$ cat src/rtl/lsp_arb_pkg.sv
// Shared encodings and defaults for the LSP pipe arbiter.
// Holds FSM state codes, ownerSel codes and the counter width helper.
package lsp_arb_pkg;

  localparam int unsigned DEF_NUM_REQ      = 4;
  localparam int unsigned DEF_DRAIN_CYCLES = 2;
  localparam int unsigned DEF_MAX_HOLD     = 1023;

  localparam logic [1:0] ST_IDLE  = 2'd0;
  localparam logic [1:0] ST_OWN   = 2'd1;
  localparam logic [1:0] ST_TEST  = 2'd2;
  localparam logic [1:0] ST_DRAIN = 2'd3;

  localparam int unsigned OWNER_W = 3;
  typedef logic [OWNER_W-1:0] owner_sel_t;

  localparam owner_sel_t OWNER_TEST = 3'd4;
  localparam owner_sel_t OWNER_NONE = 3'd7;

  // Bits needed to hold 0..max_val; never less than one bit.
  function automatic int unsigned cnt_width(input int unsigned max_val);
    return (max_val < 1) ? 1 : $clog2(max_val + 1);
  endfunction

endpackage

$ cat src/rtl/lsp_rr_select.sv
// Combinational round-robin pick: the first requester after last_idx wins.
// Produces the winner as a one-hot vector and as an index.
module lsp_rr_select
  import lsp_arb_pkg::*;
#(
  parameter int unsigned NUM_REQ = DEF_NUM_REQ,
  parameter int unsigned IDX_W   = (NUM_REQ > 1) ? $clog2(NUM_REQ) : 1
) (
  input  logic [NUM_REQ-1:0] req,
  input  logic [IDX_W-1:0]   last_idx,
  output logic [NUM_REQ-1:0] gnt_onehot,
  output logic [IDX_W-1:0]   gnt_idx,
  output logic               gnt_valid
);

  // Scan from last_idx+1 around to last_idx itself; the first hit wins.
  always_comb begin
    gnt_onehot = '0;
    gnt_idx    = '0;
    gnt_valid  = 1'b0;
    for (int unsigned off = 1; off <= NUM_REQ; off++) begin
      int unsigned cand;
      cand = (32'(last_idx) + off) % NUM_REQ;
      if (!gnt_valid && req[IDX_W'(cand)]) begin
        gnt_valid                   = 1'b1;
        gnt_idx                     = IDX_W'(cand);
        gnt_onehot[IDX_W'(cand)]    = 1'b1;
      end
    end
  end

endmodule

$ cat src/rtl/lsp_pipe_arbiter.sv
// Arbiter for the shared L_mult/add/L_mac pipe and scratch port among the LSP
// requester FSMs, with a test-port owner, bounded hold time and a drain gap.
module lsp_pipe_arbiter
  import lsp_arb_pkg::*;
#(
  parameter int unsigned NUM_REQ      = DEF_NUM_REQ,
  parameter int unsigned DRAIN_CYCLES = DEF_DRAIN_CYCLES,
  parameter int unsigned MAX_HOLD     = DEF_MAX_HOLD
) (
  input  logic               clk,
  input  logic               reset,
  input  logic [NUM_REQ-1:0] req,
  input  logic               testMode,
  output logic [NUM_REQ-1:0] grant,
  output logic [2:0]         ownerSel,
  output logic               busy,
  output logic               timeout
);

  localparam int unsigned IDX_W   = (NUM_REQ > 1) ? $clog2(NUM_REQ) : 1;
  localparam int unsigned HOLD_W  = cnt_width(MAX_HOLD);
  localparam int unsigned DRAIN_W = cnt_width(DRAIN_CYCLES);

  localparam logic [IDX_W-1:0]   LAST_RST  = IDX_W'(NUM_REQ - 1);
  localparam logic [HOLD_W-1:0]  HOLD_MAX  = HOLD_W'(MAX_HOLD);
  localparam logic [DRAIN_W-1:0] DRAIN_END = DRAIN_W'(DRAIN_CYCLES);

  logic [1:0]         state_q,     state_d;
  logic [NUM_REQ-1:0] grant_q,     grant_d;
  owner_sel_t         owner_sel_q, owner_sel_d;
  logic               busy_q,      busy_d;
  logic               timeout_q,   timeout_d;
  logic [HOLD_W-1:0]  hold_cnt_q,  hold_cnt_d;
  logic [DRAIN_W-1:0] drain_cnt_q, drain_cnt_d;
  logic [IDX_W-1:0]   last_idx_q,  last_idx_d;
  logic [IDX_W-1:0]   owner_idx_q, owner_idx_d;

  logic [NUM_REQ-1:0] rr_onehot_c;
  logic [IDX_W-1:0]   rr_idx_c;
  logic               rr_valid_c;
  logic               owner_req_c;

  lsp_rr_select #(
    .NUM_REQ (NUM_REQ),
    .IDX_W   (IDX_W)
  ) u_rr (
    .req        (req),
    .last_idx   (last_idx_q),
    .gnt_onehot (rr_onehot_c),
    .gnt_idx    (rr_idx_c),
    .gnt_valid  (rr_valid_c)
  );

  assign owner_req_c = req[owner_idx_q];

  // Next-state and registered-output logic.
  always_comb begin
    state_d     = state_q;
    grant_d     = grant_q;
    owner_sel_d = owner_sel_q;
    timeout_d   = timeout_q;
    hold_cnt_d  = hold_cnt_q;
    drain_cnt_d = drain_cnt_q;
    last_idx_d  = last_idx_q;
    owner_idx_d = owner_idx_q;

    case (state_q)
      ST_IDLE: begin
        if (testMode) begin
          state_d     = ST_TEST;
          grant_d     = '0;
          owner_sel_d = OWNER_TEST;
        end else if (rr_valid_c) begin
          state_d     = ST_OWN;
          grant_d     = rr_onehot_c;
          owner_sel_d = OWNER_W'(rr_idx_c);
          owner_idx_d = rr_idx_c;
          last_idx_d  = rr_idx_c;
          hold_cnt_d  = HOLD_W'(1);
        end
      end

      ST_OWN: begin
        // last_idx already names the owner, so the next pick starts past it.
        if (!owner_req_c || (hold_cnt_q == HOLD_MAX)) begin
          state_d     = ST_DRAIN;
          grant_d     = '0;
          owner_sel_d = OWNER_NONE;
          hold_cnt_d  = '0;
          drain_cnt_d = DRAIN_W'(1);
          last_idx_d  = owner_idx_q;
          if (owner_req_c) begin
            timeout_d = 1'b1;
          end
        end else begin
          hold_cnt_d = hold_cnt_q + HOLD_W'(1);
        end
      end

      ST_TEST: begin
        if (!testMode) begin
          state_d     = ST_DRAIN;
          grant_d     = '0;
          owner_sel_d = OWNER_NONE;
          drain_cnt_d = DRAIN_W'(1);
        end
      end

      ST_DRAIN: begin
        if (drain_cnt_q >= DRAIN_END) begin
          state_d     = ST_IDLE;
          drain_cnt_d = '0;
        end else begin
          drain_cnt_d = drain_cnt_q + DRAIN_W'(1);
        end
      end

      default: begin
        state_d     = ST_IDLE;
        grant_d     = '0;
        owner_sel_d = OWNER_NONE;
      end
    endcase

    busy_d = (state_d != ST_IDLE);
  end

  always_ff @(posedge clk) begin
    if (reset) begin
      state_q     <= ST_IDLE;
      grant_q     <= '0;
      owner_sel_q <= OWNER_NONE;
      busy_q      <= 1'b0;
      timeout_q   <= 1'b0;
      hold_cnt_q  <= '0;
      drain_cnt_q <= '0;
      last_idx_q  <= LAST_RST;
      owner_idx_q <= '0;
    end else begin
      state_q     <= state_d;
      grant_q     <= grant_d;
      owner_sel_q <= owner_sel_d;
      busy_q      <= busy_d;
      timeout_q   <= timeout_d;
      hold_cnt_q  <= hold_cnt_d;
      drain_cnt_q <= drain_cnt_d;
      last_idx_q  <= last_idx_d;
      owner_idx_q <= owner_idx_d;
    end
  end

  assign grant    = grant_q;
  assign ownerSel = owner_sel_q;
  assign busy     = busy_q;
  assign timeout  = timeout_q;

endmodule

$ cat config.mk
export PLATFORM = sky130hd
export DESIGN_NAME = lsp_pipe_arbiter
export DESIGN_NICKNAME = d
export VERILOG_FILES = /design/src/rtl/lsp_arb_pkg.sv /design/src/rtl/lsp_rr_select.sv /design/src/rtl/lsp_pipe_arbiter.sv
export SDC_FILE = /design/constraint.sdc
export NUM_CORES = 1
export LEC_CHECK = 0
export BUFFER_PORTS_ARGS = -buffer_cell sky130_fd_sc_hd__buf_4
export CAP_MARGIN = 40
export CORE_MARGIN = 2
export CORE_UTILIZATION = 54
export CTS_CLUSTER_SIZE = 28
export DETAILED_ROUTE_END_ITERATION = 8
export PLACE_DENSITY = 0.73
export SLEW_MARGIN = 5
export SYNTH_ARGS = -nofsm -noshare
export SYNTH_HDL_FRONTEND = slang
export SYNTH_SLANG_ARGS = --single-unit
$ cat constraint.sdc
create_clock -name clk -period 3.2 [get_ports clk]
set_input_delay 0.48 -clock clk [delete_from_list [all_inputs] [get_ports clk]]
set_output_delay 0.48 -clock clk [all_outputs]
set_load 0.005 [all_outputs]
==> flow_summary_export.csv <==
group,metric,value,unit
yosys,synthesis.area,1860,um^2
place,hpwl,2780,um
cells_and_area,final-instance-count-excl-fill,280,
yosys,ys_ff_latch,27,
cells_and_area,area_growth,7.94,%
yosys,ys_seq_area_frac,0.291,
pwr,finalPower,1390,uW
flow_run,cap_violations,0,
setup_path,crit_start,"last_idx_q[1]$_SDFFE_PP1P_",
die,die_y,62.7,um
route,vias,1623,
pwr,powerDensity,692,nW/um^2
min_path,min_path_type,"input port to flop",
sta,rsz0062_at_grt,"no",
yosys,synth_compound_area_frac,0.204,
yosys,synth_mux_area_frac,0.0578,
clock_tree,cts_setup_buffers,0,
sta,clock_skew,0.00108,ns
pwr,p_leak,0.000823,uW
setup_path,worstPathMaxFanout,14,
setup_path,worstSetupStartpointType,"flop",
setup_path,slowest_delay,0.60,ns
min_path,hp-start,"testMode",
yosys,syn_avg_cell_area,8.27,um^2
yosys,async_flop_share,0,
global_routing,grt_pass1_wl,6670,um
die,io_pins,16,
sta,setup_tns,0,ns
route,avgViaCountPerCell,5.80,
die,dieArea,3930,um^2
sta,slew_headroom,0.719,
clock_tree,cts_made_buffers,3,
cells_and_area,nets,255,
setup_path,r2r_slack,0.55,ns
setup_path,worstPathArrival,2.89,ns
yosys,synthFlopType,"dfxtp_1",
die,fp.dieW,62.7,um
clock_tree,ctsHoldBuffers,0,
clock_tree,cts_tree,"yes",
place,globalplace.congestion,0.903,
route,drt_pre_antenna_iters,4,
yosys,synth_top_area_share,0.291,
sta,finalSetupViolCount,0,
yosys,yosysMostFrequentCell,"dfxtp_1",
sta,finalHoldViolCount,0,
clock_tree,cts_resized,0,
die,core_area,3310,um^2
yosys,netlist.top_cell.by_area,"dfxtp_1",
yosys,synth_xor_area_frac,0.0282,
global_routing,first_global_vias,1463,
place,buffer_ports.inserted,15,
sta,max_slew.worst_pin.slew,0.421,ns
yosys,synth_fa_ha_area_frac,0.0874,
clock_tree,root_buffer,"clkbuf_4",
route,drtIter0Drc,105,
route,antenna_left,0,
clock_tree,cts_buffer_depth,2,
clock_tree,clock-sinks,27,
clock_tree,clkSlewWorstSetupHoldPaths,0.14,ns
sta,fin_crit_sh,0.829,
yosys,syn_inst,225,
sta,fmax,377,MHz
cells_and_area,utilization,0.607,
setup_path,worstSetupEndpointType,"flop",
yosys,netlist-cell-type-count,57,
yosys,yosys-top-cells-count,"dfxtp_1 (27), nand2_1 (24), nor2_1 (24)",
die,rows,21,
yosys,synth-simple-area-share,0.274,
clock_tree,clock_latency,0.32,ns
route,drc,0,
global_routing,grt_max_degree,22,
clock_tree,htreeDepth,1,
route,drt-total-wl,3720,um
cells_and_area,fin_area,2010,um^2
global_routing,track_usage,0.207,
cells_and_area,insertedDiodeCount,0,
place,place_area,1980,um^2
yosys,yosys_warnings,0,
setup_path,cp_cell_sequence,"inv_1 -> ha_1 -> nand2b_1 -> o221ai_1 -> o211a_1 -> a222oi_1 -> nand2_1 -> a22o_1",
setup_path,required,3.43,ns
setup_path,rr_startpoint,"last_idx_q[1]$_SDFFE_PP1P_",
yosys,synth_edf_count,0,
run_status,outcome,"finished, final reports clean",
setup_path,crit_slowest_cell,"dfxtp_1",
pwr,peakVddDrop,342,uV
global_routing,gr-total-overflow,0,
setup_path,crit_type,"flop to flop",
cells_and_area,drive_gt1_frac,0.162,
global_routing,antenna_found_initial,0,
die,start_util,0.562,
route,wire_per_inst,13.3,um
yosys,synth_nets,245,
sta,slew_viol_final,0,
sta,period_minus_slack,2.65,ns
place,dp.cells,276,
yosys,synth_top_family_by_area,"simple AND/OR/NAND/NOR gates",
yosys,yosys-top-cells-area,"dfxtp_1 (29%), ha_1 (8.7%), nand2_1 (4.8%)",
[power breakdown]
group          internal, uW  switching, uW  total (uW)  leakage, uW
registers               403           59.4         463     0.000220
logic                   347            434         781     0.000588
clock network          48.9           96.5         145    0.0000150
[metal layers]
metal  routed length [um]  track usage
met3                  169       0.0450
met4                   26       0.0528
met1                 1960        0.296
met2                 1560        0.319
met5                    0            0
[layout by cell type (no fill, tap or decap), types with 2 or more instances in the layout]
master     n
dfxtp_1   27
nor2_1    24
nand2_1   24
buf_4     18
ha_1      13
a21oi_1   12
o21ai_0   10
inv_1      9
nor3_1     8
xor2_1     6
nand3_1    5
and3_1     4
nand4_1    4
mux2i_1    4
a222oi_1   4
a22o_1     4
nand2b_1   3
nor3b_1    3
o211ai_1   3
or2_2      3
a31oi_1    3
clkbuf_4   3
mux4_2     2
nor4_2     2
a32oi_1    2
nor2b_1    2
mux2_2     2
nand3b_1   2
[layout make-up]
type	instances	area, um^2
Sequential cell	27	541
Tap cell	46	57.6
Timing Repair Buffer	18	135
Clock buffer	4	26.3
Multi-Input combinational cell	175	1210
Inverter	10	37.5
Fill cell	313	1300
[flip-flops by register name, summed over array words and instances, names as in the netlist, 2 cells and up]
| signal | count |
|---|---|
| last_idx_q | 2 |
| hold_cnt_q | 10 |
| owner_idx_q | 2 |
| state_q | 2 |
| grant | 4 |
| drain_cnt_q | 2 |
| ownerSel | 3 |
[worst max-delay path, delay by kind of cell (launching register included)]
| family | cells | cell delay [ns] |
|---|---|---|
| buf+inv | 1 | 0.24 |
| flops | 1 | 0.60 |
| simple gates | 2 | 0.28 |
| compound gates | 4 | 0.91 |
| fa+ha+maj | 1 | 0.53 |
[metrics by stage]
stage          hold slack (ns)  worst slack, ns
6_report                 0.464            0.547
2_1_floorplan            0.442            0.760
5_1_grt                  0.456            0.293
3_5_place_dp             0.456            0.582
3_3_place_gp             0.449            0.738
4_1_cts                  0.445            0.560
[worst paths after layout]
path / to / cells after the start
min: ownerSel[1]$_SDFFE_PP1P_ / 3
min reg2reg: ownerSel[2]$_SDFFE_PP1P_ / 1
max reg2reg: grant[2]$_SDFFE_PP0P_ / 8
max: grant[2]$_SDFFE_PP0P_ / 8
[cells by family (layout without fill, tap and decap cells)]
kind of cell             count (synthesis)  count (layout)
AND/OR/NAND/NOR                         96              96
buffers and inverters                   23              32
adder cells (fa/ha/maj)                 13              13
AO/OA/AOI/OAI                           52              52
XOR/XNOR                                 6               6
multiplexers                             8               8
flip-flops                              27              27
Note: power is estimated with default switching activity, not from simulation.
